[config.mk]
export PLATFORM = sky130hd
export DESIGN_NAME = mem_port_arbiter
export DESIGN_NICKNAME = d
export VERILOG_FILES = /design/src/rtl/lc2k_pkg.sv /design/src/rtl/arb_perf_counters.sv /design/src/rtl/mem_port_arbiter.sv
export SDC_FILE = /design/constraint.sdc
export NUM_CORES = 1
export LEC_CHECK = 0
export ABC_AREA = 1
export BUFFER_PORTS_ARGS = -buffer_cell sky130_fd_sc_hd__clkbuf_2
export CAP_MARGIN = 20
export CORE_MARGIN = 3
export CORE_UTILIZATION = 39
export CTS_BUF_LIST = sky130_fd_sc_hd__clkbuf_2 sky130_fd_sc_hd__clkbuf_4 sky130_fd_sc_hd__clkbuf_8
export CTS_CLUSTER_DIAMETER = 60
export DETAILED_ROUTE_END_ITERATION = 16
export GPL_ROUTABILITY_DRIVEN = 1
export HOLD_SLACK_MARGIN = 0.08
export PLACE_DENSITY = 0.79
export SLEW_MARGIN = 20
export SYNTH_ARGS = -nofsm -noshare
export SYNTH_HDL_FRONTEND = slang
export SYNTH_HIERARCHICAL = 1
export SYNTH_SLANG_ARGS = --single-unit
[constraint.sdc]
create_clock -name clk -period 1.5 [get_ports clk]
set_input_delay 0.075 -clock clk [delete_from_list [all_inputs] [get_ports clk]]
set_output_delay 0.075 -clock clk [all_outputs]
set_load 0.01 [all_outputs]
[src/rtl/lc2k_pkg.sv]
// rtl/lc2k_pkg.sv - shared types and constants for the LC2K unified-memory port arbiter
package lc2k_pkg;

  localparam int LC2K_ADDR_W = 16;
  localparam int LC2K_DATA_W = 32;

  typedef enum logic [1:0] {
    ARB_IDLE,
    ARB_WAIT,
    ARB_RESP
  } arb_state_e;

  typedef enum logic {
    OWN_IF,
    OWN_D
  } arb_owner_e;

  function automatic logic [31:0] sat_inc32(input logic [31:0] v);
    return (v == 32'hFFFF_FFFF) ? v : v + 32'd1;
  endfunction

endpackage

[src/rtl/arb_perf_counters.sv]
// rtl/arb_perf_counters.sv - saturating grant/conflict counters for mem_port_arbiter
// Instantiated by the top only when PERF_CNT_EN is defined.
module arb_perf_counters
  import lc2k_pkg::*;
(
  input  logic        clk,
  input  logic        reset,
  input  logic        i_if_gnt,
  input  logic        i_d_gnt,
  input  logic        i_conflict,
  output logic [31:0] o_if_grant_cnt,
  output logic [31:0] o_d_grant_cnt,
  output logic [31:0] o_conflict_cnt
);

  logic [31:0] r_if_grant_cnt;
  logic [31:0] r_d_grant_cnt;
  logic [31:0] r_conflict_cnt;

  always_ff @(posedge clk) begin
    if (reset) begin
      r_if_grant_cnt <= '0;
      r_d_grant_cnt  <= '0;
      r_conflict_cnt <= '0;
    end else begin
      if (i_if_gnt)   r_if_grant_cnt <= sat_inc32(r_if_grant_cnt);
      if (i_d_gnt)    r_d_grant_cnt  <= sat_inc32(r_d_grant_cnt);
      if (i_conflict) r_conflict_cnt <= sat_inc32(r_conflict_cnt);
    end
  end

  assign o_if_grant_cnt = r_if_grant_cnt;
  assign o_d_grant_cnt  = r_d_grant_cnt;
  assign o_conflict_cnt = r_conflict_cnt;

endmodule

[src/rtl/mem_port_arbiter.sv]
// rtl/mem_port_arbiter.sv - shares one single-ported LC2K memory between fetch and the MEM stage
// Defining PERF_CNT_EN adds ifGrantCnt/dGrantCnt/conflictCnt outputs.
module mem_port_arbiter
  import lc2k_pkg::*;
#(
  parameter int ADDR_W     = LC2K_ADDR_W,
  parameter int DATA_W     = LC2K_DATA_W,
  parameter int MEM_LAT    = 1,
  parameter int STARVE_MAX = 4
) (
  input  logic              clk,
  input  logic              reset,
  input  logic              ifReq,
  input  logic [ADDR_W-1:0] ifAddr,
  output logic              ifGnt,
  output logic              ifValid,
  output logic [DATA_W-1:0] ifRdata,
  input  logic              dReq,
  input  logic              dWe,
  input  logic [ADDR_W-1:0] dAddr,
  input  logic [DATA_W-1:0] dWdata,
  output logic              dGnt,
  output logic              dValid,
  output logic [DATA_W-1:0] dRdata,
  output logic              memEn,
  output logic              memWe,
  output logic [ADDR_W-1:0] memAddr,
  output logic [DATA_W-1:0] memWdata,
  input  logic [DATA_W-1:0] memRdata,
  output logic              busy
`ifdef PERF_CNT_EN
  ,
  output logic [31:0]       ifGrantCnt,
  output logic [31:0]       dGrantCnt,
  output logic [31:0]       conflictCnt
`endif
);

  localparam int              SC_W       = $clog2(STARVE_MAX + 2);
  localparam logic [SC_W-1:0] STARVE_LIM = SC_W'(STARVE_MAX);
  localparam logic [2:0]      LAT_INIT   = 3'(MEM_LAT - 1);

  arb_state_e        r_state;
  arb_owner_e        r_owner;
  logic              r_we;
  logic [2:0]        r_lat_cnt;
  logic [SC_W-1:0]   r_starve_cnt;
  logic              r_if_valid;
  logic              r_d_valid;
  logic [DATA_W-1:0] r_if_rdata;
  logic [DATA_W-1:0] r_d_rdata;

  logic w_idle;
  logic w_starved;
  logic w_if_gnt;
  logic w_d_gnt;

  // Grants are combinational so the memory strobe goes out in the grant cycle itself.
  assign w_idle    = (r_state == ARB_IDLE) && !reset;
  assign w_starved = ifReq && (r_starve_cnt == STARVE_LIM);
  assign w_d_gnt   = w_idle && dReq && !w_starved;
  assign w_if_gnt  = w_idle && ifReq && !w_d_gnt;

  always_ff @(posedge clk) begin
    if (reset) begin
      r_state      <= ARB_IDLE;
      r_owner      <= OWN_IF;
      r_we         <= 1'b0;
      r_lat_cnt    <= '0;
      r_starve_cnt <= '0;
      r_if_valid   <= 1'b0;
      r_d_valid    <= 1'b0;
      r_if_rdata   <= '0;
      r_d_rdata    <= '0;
    end else begin
      r_if_valid <= 1'b0;
      r_d_valid  <= 1'b0;

      if (!ifReq || w_if_gnt) begin
        r_starve_cnt <= '0;
      end else if (w_d_gnt && (r_starve_cnt != STARVE_LIM)) begin
        r_starve_cnt <= r_starve_cnt + 1'b1;
      end

      case (r_state)
        ARB_IDLE: begin
          if (w_if_gnt || w_d_gnt) begin
            r_state   <= ARB_WAIT;
            r_lat_cnt <= LAT_INIT;
            r_owner   <= w_d_gnt ? OWN_D : OWN_IF;
            r_we      <= w_d_gnt && dWe;
          end
        end
        ARB_WAIT: begin
          // Last wait cycle: memRdata is valid now, so capture it and raise valid for RESP.
          if (r_lat_cnt == 3'd0) begin
            r_state <= ARB_RESP;
            if (r_owner == OWN_D) begin
              r_d_valid <= 1'b1;
              r_d_rdata <= r_we ? '0 : memRdata;
            end else begin
              r_if_valid <= 1'b1;
              r_if_rdata <= memRdata;
            end
          end else begin
            r_lat_cnt <= r_lat_cnt - 3'd1;
          end
        end
        ARB_RESP: r_state <= ARB_IDLE;
        default:  r_state <= ARB_IDLE;
      endcase
    end
  end

  assign ifGnt    = w_if_gnt;
  assign dGnt     = w_d_gnt;
  assign memEn    = w_if_gnt || w_d_gnt;
  assign memWe    = w_d_gnt && dWe;
  assign memAddr  = w_d_gnt ? dAddr : (w_if_gnt ? ifAddr : '0);
  assign memWdata = (w_d_gnt && dWe) ? dWdata : '0;
  assign ifValid  = r_if_valid;
  assign ifRdata  = r_if_rdata;
  assign dValid   = r_d_valid;
  assign dRdata   = r_d_rdata;
  assign busy     = (r_state != ARB_IDLE);

`ifdef PERF_CNT_EN
  logic w_conflict;
  assign w_conflict = w_idle && ifReq && dReq;

  arb_perf_counters u_perf (
    .clk            (clk),
    .reset          (reset),
    .i_if_gnt       (w_if_gnt),
    .i_d_gnt        (w_d_gnt),
    .i_conflict     (w_conflict),
    .o_if_grant_cnt (ifGrantCnt),
    .o_d_grant_cnt  (dGrantCnt),
    .o_conflict_cnt (conflictCnt)
  );
`endif

endmodule

==> flow_summary.json, run 1 <==
{
  "timing.hold.ws_ps": 123.2,
  "htreeDepth": 3,
  "syn_nets": 565,
  "drive_gt1_frac": 0.5087,
  "die_w_um": 97.74,
  "setup_ws_ps": -346.8,
  "netlist_area_mm2": 0.003282,
  "synth_xor_area_frac": 0.005337,
  "layout_common_cells": "clkbuf_2, nand2_1, dfxtp_1, inv_1, nand3_1",
  "grt_pass1_vias": 3976,
  "num_vias": 4314,
  "dieArea_mm2": 0.009552,
  "worstSetupPathType": "reg -> out",
  "nets": 847,
  "hold_class": "in -> reg",
  "cts_root_buf": "clkbuf_8",
  "violations": "negative setup slack",
  "cp_max_fo": 5,
  "syn_to_final_growth_pct": 90.05,
  "start_util": 0.4140,
  "synth_top_family_by_area": "simple AND/OR/NAND/NOR gates",
  "ys_ff_latch": 76,
  "drt-total-wl_mm": 15.19,
  "maxCapViolations": 0,
  "coreArea_mm2": 0.007928,
  "grt_pass1_wl_mm": 19.78,
  "tns_ps": -16820,
  "finalMaxSlewViolations": 0,
  "start_kind": "flop",
  "io_pins": 220,
  "drc": 0,
  "fin_worst_skew_ps": 15.45,
  "layout.cells.non_filler": 850,
  "hpwl_mm": 8.642,
  "worstPathRequired_ps": 1420,
  "grt_usage": 0.2516,
  "utilization": 0.7868,
  "clk_path_buf_depth": 2,
  "cp.arrival_ps": 1770,
  "final_area_mm2": 0.006237,
  "synth-simple-area-share": 0.2474,
  "relSlewSlack": 0.6554,
  "numCtsBuffers": 9,
  "yosysSeqAreaShare": 0.4636,
  "drtPass1Iterations": 5,
  "pre_cts_slack_ps": -30.09,
  "synth_compound_area_frac": 0.1456,
  "synthAdderAreaFrac": 0.01525,
  "wl_per_cell_um": 17.87,
  "place.gp.congestion": 0.9541,
  "syn_area_per_cell_um2": 7.135,
  "p_leak_nw": 3.144,
  "avgViaCountPerCell": 5.075,
  "p_per_area_mw_per_mm2": 816.0,
  "status": "complete, but fails checks",
  "path_clk_slew_ps": 80,
  "yosys_warnings": 6,
  "portBuffers": 219,
  "cp-end-kind": "output port",
  "path_cells": "inv_2, ha_4, nand3_2, nand2_2, nor2_4, nand2_4, buf_4, buf_12, nor2_2, buf_2",
  "antenna_found_initial": 1,
  "num-fill-cells": 502,
  "max_freq_ghz": 0.5415,
  "cts_sinks": 76,
  "place_area_mm2": 0.004529,
  "hold_violations": 0,
  "clock_latency_ps": 340,
  "max_stage_delay_ps": 350,
  "die_h_um": 97.74,
  "rsz0062_at_grt": "true",
  "slowest_stage": "dfxtp_2",
  "fin_crit_sh": 1.231,
  "drtAntennaViolNets": 0,
  "worst_pin_slew_ps": 517.0,
  "num_rows": 32,
  "grt_overflow": 0,
  "synthMuxAreaShare": 0,
  "setup_viol": 82,
  "fin_crit_ps": 1847,
  "synthCells": 460,
  "synth_cell_types": 23,
  "final_common_cell": "clkbuf_2",
  "cts_tree": "yes",
  "finalPower_mw": 5.090,
  "dr.first_iter.drc_count": 163,
  "grt_max_degree": 56,
  "place_inst": 768,
  "irDropWorstVdd_uv": 694.9
}
==> cells by family (layout without fill, tap and decap cells) <==
group                      Yosys count  in the layout
xor gates and xnor gates             2              2
and+or+nand+nor                    188            188
buffers and inverters               96            383
other                                0              1
adders and majority gates            4              4
AOI/OAI and AO/OA                   94             94
DFF                                 76             76
==> synth_stat cells (all sizes together) <==
library cell,count,area share
a21oi,41,0.063
buf,20,0.036
clkbuf,7,0.0080
dfxtp,76,0.46
ha,4,0.015
inv,69,0.079
nand2,79,0.092
nand3,40,0.065
nor2,69,0.091
o211ai,1,0.0038
o21ai,52,0.079
xnor2,1,0.0027
xor2,1,0.0027
==> report_power, final <==
| part | total, mW | internal (mW) | switching [mW] |
|---|---|---|---|
| sequential | 2.18 | 2.11 | 0.0749 |
| clock | 1.73 | 0.945 | 0.786 |
| combinational | 1.18 | 0.571 | 0.606 |
==> final cells by class <==
| type | instances | area (um^2) | area share |
|---|---|---|---|
| clock inverter | 7 | 98.84 | 0.01585 |
| inverter | 69 | 271.5 | 0.04353 |
| multi-input combinational | 288 | 1802 | 0.2889 |
| antenna | 1 | 2.502 | 0.0004012 |
| timing repair buffer | 298 | 2285 | 0.3663 |
| clock buffer | 9 | 123.9 | 0.01986 |
| tap | 102 | 127.6 | 0.02046 |
| sequential | 76 | 1526 | 0.2447 |
==> path summary, 6_finish.rpt <==
kind,start,to,slack [ps],cells after the start
worst min register to register,dRdata[9]$_SDFFE_PP0P_,dRdata[9]$_SDFFE_PP0P_,470,2
worst max register to register,r_lat_cnt[1]$_SDFFE_PP0P_,ifRdata[12]$_SDFFE_PP0P_,-140,10
worst max-delay path,r_starve_cnt[0]$_SDFFE_PP0P_,memWdata[21],-350,10
worst min-delay path,ifReq,r_starve_cnt[0]$_SDFFE_PP0P_,120,3
==> flip-flops by register name (all words and copies together) (netlist names), 2 cells and up <==
register      count
r_lat_cnt         3
ifRdata          32
dRdata           32
r_starve_cnt      3
r_state           2
==> critical path, delay by kind of cell (launching register included) <==
family                     cells  cell delay (ps)
buffers and inverters          4              500
and+or+nand+nor                5              450
DFF                            1              350
adders and majority gates      1              150
==> metal layers <==
metal	track usage	vias up	wire length, um
li1	-	2015	-
met1	0.2865	2002	5225
met2	0.4613	241	8086
met3	0.05643	56	1165
met4	0.08733	0	713
met5	0	-	0
==> what timing repair did <==
item / CTS / global route
pin swaps: 4 / 24
hold buffers: 32 / 0
cloned: 4 / 7
setup buffers: 7 / 16
hold endpoints to repair: 64 / 0
endpoints found under the setup margin: 59 / 116
resized for setup: 65 / 170
(Power assumes the default switching activity.)
==> run 2, diff against run 1 <==
- CORE_UTILIZATION: 39 -> 29
- PLACE_DENSITY: 0.79 -> not set
==> run 2 against run 1 <==
Critical path depth did not move. The run still ends with negative setup slack left. Combinational power barely moved. Power rose by 0.94%.
==> flow_summary.json, run 2 (same netlist as run 1, synthesis figures left out) <==
{
  "p_sw_frac": 0.2871,
  "hold_class": "in -> reg",
  "irDropWorstVdd_uv": 615.7,
  "grt_usage": 0.1772,
  "cts_sinks": 76,
  "drtPass1Iterations": 4,
  "htreeDepth": 3,
  "die_h_um": 112.4,
  "cp-end-kind": "output port",
  "wl_per_cell_um": 15.11,
  "drtAntennaViolNets": 0,
  "worst_pin_slew_ps": 353.0,
  "avgViaCountPerCell": 4.648,
  "hold_path_startpoint": "reset",
  "syn_to_final_growth_pct": 95.20,
  "layout_common_cells": "clkbuf_2, dfxtp_1, inv_1, nand2_1, o21ai_2",
  "grt_overflow": 0,
  "cts_tree": "yes",
  "fin_crit_ps": 1808,
  "finalPower_mw": 5.137,
  "portBuffers": 219,
  "grt_pass1_wl_mm": 18.46,
  "final_common_cell": "clkbuf_2",
  "num_vias": 4141,
  "coreArea_mm2": 0.01094,
  "grt_pass1_vias": 3935,
  "setup_ws_ps": -308.3,
  "start_util": 0.3001,
  "relSlewSlack": 0.7640,
  "numCtsBuffers": 9,
  "grt_max_degree": 56,
  "cp_max_fo": 8,
  "die_w_um": 112.4,
  "timing.hold.ws_ps": 165.4,
  "p_switching_mw": 1.475,
  "layout.cells.non_filler": 891,
  "path_clk_slew_ps": 80,
  "finalMaxSlewViolations": 0,
  "place_inst": 806,
  "hold_violations": 0,
  "max_freq_ghz": 0.5530,
  "hpwl_mm": 8.291,
  "p_int_mw": 3.662,
  "start_kind": "flop",
  "fin_crit_sh": 1.206,
  "p_leak_nw": 3.253,
  "nets": 851,
  "dieArea_mm2": 0.01263,
  "r2r_start": "r_lat_cnt[1]$_SDFFE_PP0P_",
  "place.gp.congestion": 0.8598,
  "io_pins": 220,
  "setup_viol": 74,
  "startpoint": "r_starve_cnt[0]$_SDFFE_PP0P_",
  "maxCapViolations": 0,
  "violations": "negative setup slack",
  "pwr-share-seq": 0.423,
  "p_comb_frac": 0.229,
  "drc": 0,
  "cp.arrival_ps": 1730,
  "rsz0062_at_grt": "true",
  "num-fill-cells": 932,
  "pwr-share-clk": 0.348,
  "drt-total-wl_mm": 13.46,
  "clk_path_buf_depth": 2,
  "dr.first_iter.drc_count": 136,
  "cts_root_buf": "clkbuf_8",
  "antenna_cells": 0,
  "worstPathRequired_ps": 1420,
  "status": "complete, but fails checks",
  "num_rows": 38,
  "drive_gt1_frac": 0.5659,
  "worstSetupPathType": "reg -> out",
  "antenna_found_initial": 0,
  "utilization": 0.5858,
  "p_per_area_mw_per_mm2": 801.9,
  "clock_latency_ps": 350,
  "fin_worst_skew_ps": 12.40
}
-- run 2: path summary, 6_finish.rpt --
path / end / slack [ps] / depth (start not counted)
worst min-delay path: dRdata[2]$_SDFFE_PP0P_ / 170 / 3
worst min register to register: dRdata[8]$_SDFFE_PP0P_ / 470 / 2
worst max register to register: dRdata[19]$_SDFFE_PP0P_ / -60 / 10
worst max-delay path: memWdata[27] / -310 / 10
-- run 2: timing repair --
| item | in CTS | in global routing |
|---|---|---|
| cloned | 5 | 9 |
| pin swaps | 8 | 29 |
| endpoints found under the hold margin | 66 | 0 |
| hold buffers | 33 | 0 |
| gates resized for setup | 37 | 248 |
| setup buffers | 8 | 16 |
| endpoints found under the setup margin | 53 | 102 |
-- run 2: through the flow --
stage	setup slack [ps]	setup TNS [ps]	instance area, um^2
floorplan	87.46	0	3282
global placement	51.85	0	4602
detailed placement	-25.84	-47.45	4602
CTS	-328.2	-15570	5463
global route	-392.1	-21270	6406
finish	-308.3	-13820	6406
-- run 2: power by group through the flow --
stage | logic [mW] | clock network, mW | registers, mW
after floorplan | 0.323 | 0 | 2.23
final | 1.18 | 1.79 | 2.17
after global placement | 0.725 | 0 | 2.20
after detailed placement | 0.736 | 0 | 2.20
after global routing | 1.26 | 1.90 | 2.19
after CTS | 0.899 | 1.82 | 2.16
-- run 2: layer usage --
layer	up-vias	GRT usage	wire, um
li1	2028	-	-
met1	1894	0.1963	5110
met2	190	0.3242	6920
met3	29	0.05499	1052
met4	0	0.05288	379
met5	-	0	0
-- run 2: worst max-delay path, cell delays in order, from the launching register on --
cell	delay, ps
dfxtp_2	340
inv_2	50
ha_4	160
nand3_4	80
nand2_4	60
nor2_4	100
buf_6	120
nand2_8	70
clkbuf_16	180
nor2_2	80
buf_2	130
-- run 2: area by class of cell --
| type | count | area [um^2] | area share |
|---|---|---|---|
| flip-flops and latches | 76 | 1526 | 0.2383 |
| clock inverters | 6 | 93.84 | 0.01465 |
| inverters | 69 | 274.0 | 0.04277 |
| clock buffers | 10 | 131.4 | 0.02051 |
| multi-input cells | 288 | 1916 | 0.2990 |
| well taps | 140 | 175.2 | 0.02734 |
| repair buffers | 300 | 2266 | 0.3537 |
| repair inverters | 2 | 23.77 | 0.003711 |
